`src/rtl/trade_report_packer.sv`:
```
`timescale 1ns/1ps
// Frames 32-bit trade/dump report words into A5/seq/N byte packets on a
// valid/ready byte stream, buffering words in an internal FIFO.
module trade_report_packer #(
  parameter int unsigned FIFO_DEPTH   = 64,
  parameter int unsigned MAX_WORDS    = 16,
  parameter int unsigned IDLE_TIMEOUT = 256
) (
  input  logic                          clk,
  input  logic                          rst_n,
  input  logic                          trade_valid,
  input  logic [31:0]                   trade_info,
  input  logic                          flush,
  output logic [7:0]                    m_tdata,
  output logic                          m_tvalid,
  input  logic                          m_tready,
  output logic                          m_tlast,
  output logic [$clog2(FIFO_DEPTH):0]   fifo_level,
  output logic [15:0]                   overflow_cnt
);

  localparam int unsigned AW = $clog2(FIFO_DEPTH);
  localparam int unsigned LW = AW + 1;
  localparam int unsigned TW = $clog2(IDLE_TIMEOUT + 1);
  localparam logic [7:0]  SYNC_BYTE = 8'hA5;

  typedef enum logic [1:0] {IDLE, HDR, DATA} state_t;

  state_t        state, state_d;
  logic [31:0]   mem [FIFO_DEPTH];
  logic [AW-1:0] wr_ptr, rd_ptr;
  logic [7:0]    seq, seq_d;
  logic [7:0]    n_words, n_words_d;
  logic [7:0]    word_cnt, word_cnt_d;
  logic [1:0]    idx, idx_d;
  logic [TW-1:0] idle_cnt, idle_cnt_d;
  logic          flush_pend, flush_pend_d;
  logic [7:0]    tdata_d;
  logic          tvalid_d, tlast_d;
  logic          push, pop, start;
  logic [31:0]   head;
  logic [7:0]    next_msb;

  function automatic logic [7:0] word_byte(input logic [31:0] w, input logic [1:0] i);
    return w[{i, 3'b000} +: 8];
  endfunction

  // Fullness uses the start-of-cycle level, so a same-cycle pop never rescues a push.
  assign push     = trade_valid && (fifo_level < LW'(FIFO_DEPTH));
  assign pop      = (state == DATA) && m_tready && (idx == 2'd0);
  assign head     = mem[rd_ptr];
  assign next_msb = mem[rd_ptr + AW'(1)][31:24];
  assign start    = (state == IDLE) &&
                    ((fifo_level >= LW'(MAX_WORDS)) ||
                     (flush_pend && (fifo_level != '0)) ||
                     (idle_cnt >= TW'(IDLE_TIMEOUT)));

  // Next-state and next-output logic; outputs hold unless a byte is accepted.
  always_comb begin
    state_d      = state;
    idx_d        = idx;
    seq_d        = seq;
    n_words_d    = n_words;
    word_cnt_d   = word_cnt;
    tdata_d      = m_tdata;
    tvalid_d     = m_tvalid;
    tlast_d      = m_tlast;
    idle_cnt_d   = idle_cnt;
    flush_pend_d = flush_pend;

    if (push || start) begin
      idle_cnt_d = '0;
    end else if ((state == IDLE) && (fifo_level != '0) && (idle_cnt < TW'(IDLE_TIMEOUT))) begin
      idle_cnt_d = idle_cnt + TW'(1);
    end

    if (flush) begin
      flush_pend_d = 1'b1;
    end else if (start || ((state == IDLE) && (fifo_level == '0))) begin
      flush_pend_d = 1'b0;
    end

    case (state)
      IDLE: begin
        if (start) begin
          state_d    = HDR;
          idx_d      = 2'd0;
          word_cnt_d = 8'd0;
          n_words_d  = (fifo_level >= LW'(MAX_WORDS)) ? 8'(MAX_WORDS) : 8'(fifo_level);
          tdata_d    = SYNC_BYTE;
          tvalid_d   = 1'b1;
          tlast_d    = 1'b0;
        end
      end
      HDR: begin
        if (m_tready) begin
          case (idx)
            2'd0: begin
              tdata_d = seq;
              idx_d   = 2'd1;
            end
            2'd1: begin
              tdata_d = n_words;
              idx_d   = 2'd2;
            end
            default: begin
              state_d = DATA;
              idx_d   = 2'd3;
              tdata_d = head[31:24];
            end
          endcase
        end
      end
      DATA: begin
        if (m_tready) begin
          if (idx != 2'd0) begin
            idx_d   = idx - 2'd1;
            tdata_d = word_byte(head, idx - 2'd1);
            tlast_d = (idx == 2'd1) && (word_cnt == n_words - 8'd1);
          end else if (word_cnt == n_words - 8'd1) begin
            state_d  = IDLE;
            tvalid_d = 1'b0;
            tlast_d  = 1'b0;
            tdata_d  = 8'd0;
            seq_d    = seq + 8'd1;
          end else begin
            word_cnt_d = word_cnt + 8'd1;
            idx_d      = 2'd3;
            tdata_d    = next_msb;
            tlast_d    = 1'b0;
          end
        end
      end
      default: state_d = IDLE;
    endcase
  end

  // FSM and output registers.
  always_ff @(posedge clk or negedge rst_n) begin
    if (!rst_n) begin
      state      <= IDLE;
      idx        <= 2'd0;
      seq        <= 8'd0;
      n_words    <= 8'd0;
      word_cnt   <= 8'd0;
      idle_cnt   <= '0;
      flush_pend <= 1'b0;
      m_tdata    <= 8'd0;
      m_tvalid   <= 1'b0;
      m_tlast    <= 1'b0;
    end else begin
      state      <= state_d;
      idx        <= idx_d;
      seq        <= seq_d;
      n_words    <= n_words_d;
      word_cnt   <= word_cnt_d;
      idle_cnt   <= idle_cnt_d;
      flush_pend <= flush_pend_d;
      m_tdata    <= tdata_d;
      m_tvalid   <= tvalid_d;
      m_tlast    <= tlast_d;
    end
  end

  // FIFO pointers, occupancy and drop counter.
  always_ff @(posedge clk or negedge rst_n) begin
    if (!rst_n) begin
      wr_ptr       <= '0;
      rd_ptr       <= '0;
      fifo_level   <= '0;
      overflow_cnt <= 16'd0;
    end else begin
      if (push) wr_ptr <= wr_ptr + AW'(1);
      if (pop)  rd_ptr <= rd_ptr + AW'(1);
      case ({push, pop})
        2'b10:   fifo_level <= fifo_level + LW'(1);
        2'b01:   fifo_level <= fifo_level - LW'(1);
        default: fifo_level <= fifo_level;
      endcase
      if (trade_valid && !push && (overflow_cnt != 16'hFFFF)) begin
        overflow_cnt <= overflow_cnt + 16'd1;
      end
    end
  end

  always_ff @(posedge clk) begin
    if (push) mem[wr_ptr] <= trade_info;
  end

endmodule

```
`config.mk`:
```
export PLATFORM = sky130hd
export DESIGN_NAME = trade_report_packer
export DESIGN_NICKNAME = d
export VERILOG_FILES = /design/src/rtl/trade_report_packer.sv
export SDC_FILE = /design/constraint.sdc
export NUM_CORES = 2
export LEC_CHECK = 0
export ABC_CLOCK_PERIOD_IN_PS = 6000
export CELL_PAD_IN_SITES_DETAIL_PLACEMENT = 1
export CELL_PAD_IN_SITES_GLOBAL_PLACEMENT = 1
export CORE_MARGIN = 3
export CORE_UTILIZATION = 56
export DETAILED_ROUTE_END_ITERATION = 8
export PLACE_DENSITY_LB_ADDON = 0.1
export SYNTH_ARGS = -nofsm -noshare
export SYNTH_HDL_FRONTEND = slang
export SYNTH_SLANG_ARGS = --single-unit
```
`constraint.sdc`:
```
create_clock -name clk -period 6 [get_ports clk]
set_input_delay 0.6 -clock clk [delete_from_list [all_inputs] [get_ports clk]]
set_output_delay 0.6 -clock clk [all_outputs]
set_load 0.01 [all_outputs]
```
==> qor.csv <==
metric,value,unit
drt total wl,277,mm
CP dominant cell by count,mux4_2,
Die Y,404,µm
Max Fclk,0.209,GHz
Min Hold Slack,0.149,ns
synthesized area per cell,19.1,µm²
VDD IR-drop max,0.385,mV
CTS sink cnt,2130,
DP HPWL,170,mm
final setup margin,1.21,ns
M1 GR Usage,47.3,%
Die W,404,µm
gr usage total,34.3,%
critical path endpoint category,flip-flop,
root buffer cell,clkbuf_16,
total of max-cap violations,0,
hold_buf cts,1,
Post-Synthesis Cells,4638,
Inserted Clock Buffers,211,
global-route wire length before repair,393,mm
synthesized area,88600,µm²
setup clock skew after layout,0.0347,ns
setup tns final,0,ns
period utilization,79.8,%
Starting Density,56.6,%
status,"finished, final reports clean",
TritonRoute pass-1 iters,5,
Global Route met2 Usage,52.7,%
crit-path max FO,71,
number of port buffers,69,
wire length per cell,39.1,µm
Least-Margin Pin Slew,1.35,ns
Pins Over Slew Limit,0,
vias in the first global route,50900,
"EDFF count, synth",2048,
core area,157000,µm²
nets,4900,
fraction of layout cells with a size suffix above 1,22.6,%
"CTS clk-pin slew, worst paths",0.06,ns
worst skew pair latency,0.87,ns
CTS tree,yes,
library cells used by synthesis,76,
RePlAce Congestion,0.994,
largest net degree at the start of global routing,77,
Bufs and invs on worst path,2,
vias after detailed routing,50200,
initial antenna violation count,18,
"Core Util, Final",63.4,%
CP arrival,5.51,ns
Crit path required time,6.72,ns
Max stage delay on crit path,0.73,ns
hold crit path type,in2async,
final hold violation count,0,
# fillers,13000,
final setup vio count,0,
Starting DRT DRC Count,7392,
Leakage,32.0,nW
number of vias per cell,7.09,
synth warn,0,
Area Growth Syn to Fin,12.0,%
DRC,0,
DP Worst Slack,1.31,ns
crit-path cells,buf_12 > buf_4 > mux4_2 > mux4_2 > a311oi_1 > nand2_1 > a22o_1 > a221oi_1 > o21ai_0,
Slew HR,7.71,%
register bit count reported by yosys,2130,
CP top delay family,compound AO/OA/AOI/OAI gates,
Power Dens Cells,456,nW/µm²
Crit-path slowest cell,a221oi_1,
"Seq/Total Area, Yosys",71.8,%
unrepaired setup endpoints after global routing,false,
total gr overflow,0,
Die Area,163000,µm²
GRT Max-Usage Layer,met2,
Synth async-reset ratio,3.85,%
classification of the worst setup path,reg2reg,
M3 GR Usage,7.57,%
I/O pin total,70,
Post-Syn Nets,4696,
Rows,145,
CP Launch Type,flip-flop,
CTS Buffer Depth,3,
Tmin final,4.79,ns
Post-CTS Repair Setup Buffers,0,
Detail Route Antenna Nets,0,
PostCTS Resize Cnt,0,
prevailing post-synth register cell,edfxtp_1,
H-tree depth,4,
metal layers:
layer | wire length [µm] | vias up
li1 | - | 19700
met3 | 27700 | 653
met4 | 15400 | 2
met2 | 129000 | 3058
met1 | 105000 | 26800
met5 | 13 | -
path summary, 6_finish.rpt:
kind / slack [ns] / cells past startpoint / start / to
min in group clk: 0.32 / 2 / flush / flush_pend
max in group asynchronous: 4.44 / 3 / rst_n / rd_ptr[0]
worst max register to register: 1.21 / 9 / rd_ptr[1] / m_tdata[7]
worst min register to register: 0.48 / 1 / flush_pend / flush_pend
worst max-delay path: 1.21 / 9 / rd_ptr[1] / m_tdata[7]
worst min-delay path: 0.15 / 2 / rst_n / overflow_cnt[11]
power breakdown:
| group | switching (mW) | internal (mW) |
|---|---|---|
| combinational | 8.92 | 5.86 |
| sequential | 0.479 | 16.8 |
| clock | 5.77 | 7.36 |
| total | 15.2 | 30.1 |
logic make-up (layout without fill, tap and decap cells):
kind of cell	Yosys count	in the layout	synth area share [%]
flops	2130	2130	71.8
mux	918	918	17.1
simple gates	590	590	3.15
compound gates	584	584	4.78
buf+inv	332	713	2.29
xor+xnor	63	63	0.632
fa+ha+maj	21	21	0.305
other cells	0	5	0
Yosys cell counts, drive strengths merged, types with 33 or more instances:
| cell type | count | area, µm² |
|---|---|---|
| clkbuf | 124 | 465 |
| mux4 | 467 | 10600 |
| nand2 | 150 | 563 |
| xnor2 | 43 | 384 |
| a211oi | 42 | 315 |
| edfxtp | 2048 | 61500 |
| buf | 183 | 1470 |
| a221o | 49 | 490 |
| a221oi | 99 | 880 |
| nor3 | 66 | 330 |
| a31oi | 33 | 206 |
| o21ai | 111 | 559 |
| nor2 | 171 | 642 |
| nand3 | 48 | 240 |
| a21oi | 78 | 394 |
| mux2i | 425 | 4250 |
| dfrtp | 82 | 2050 |
cell type report:
| class | count | area [µm²] | share of cell area, % |
|---|---|---|---|
| Sequential cell | 2130 | 63600 | 64.1 |
| Multi-Input combinational cell | 2176 | 23500 | 23.7 |
| Clock buffer | 274 | 5630 | 5.68 |
| Timing Repair Buffer | 298 | 2630 | 2.65 |
| Tap cell | 2058 | 2570 | 2.60 |
| Clock inverter | 116 | 1140 | 1.15 |
| Inverter | 25 | 101 | 0.102 |
| Antenna cell | 5 | 12.5 | 0.0126 |
layout by cell type (no fill, tap or decap), types with 13 or more instances in the layout:
master           synthesis  layout
o221ai_1                14      14
clkinv_2                 0      27
o22ai_1                 26      26
nand2_1                150     150
a22oi_1                 26      26
ha_1                    20      19
o21ai_0                109     109
buf_12                   2      30
a311oi_1                13      13
nand4_1                 27      27
xor2_1                  20      20
clkinv_1                 3      51
buf_2                   59      29
nand2b_1                25      25
nor3_1                  66      65
buf_4                   49     202
clkbuf_1               124      54
nor4_1                  18      14
a211oi_1                42      42
clkdlybuf4s50_1          0      36
nor2_1                 171     108
xnor2_1                 42      40
inv_1                   22      20
clkbuf_16                0     213
mux4_2                 452     452
dfrtp_1                 82      75
mux2_2                  26      26
mux4_1                  15      15
edfxtp_1              2048    2048
a31oi_1                 33      33
a21oi_1                 77      77
a221o_1                 49      49
a221oi_1                97      97
mux2i_1                425     425
nor2b_1                 20      18
nor2_4                   0      63
nand3_1                 48      48
bufinv_16                0      17
metrics by stage:
step / power, mW / instance area (µm²) / cells
global route: 46.5 / 99200 / 7078
global placement: 31.9 / 92400 / 6686
finish: 45.2 / 99200 / 7082
CTS: 45.2 / 99200 / 7077
floorplan: 26.9 / 88600 / 4638
detailed placement: 32.1 / 92400 / 6686
state kept, by name, summed over array words and instances (netlist names):
name,count
mem,2048
overflow_cnt,16
idle_cnt,9
m_tdata,8
seq,8
word_cnt,8
fifo_level,7
n_words,7
rd_ptr,6
wr_ptr,6
idx,2
state,2
flush_pend,1
m_tlast,1
m_tvalid,1
Note: power is estimated with default switching activity, not from simulation.
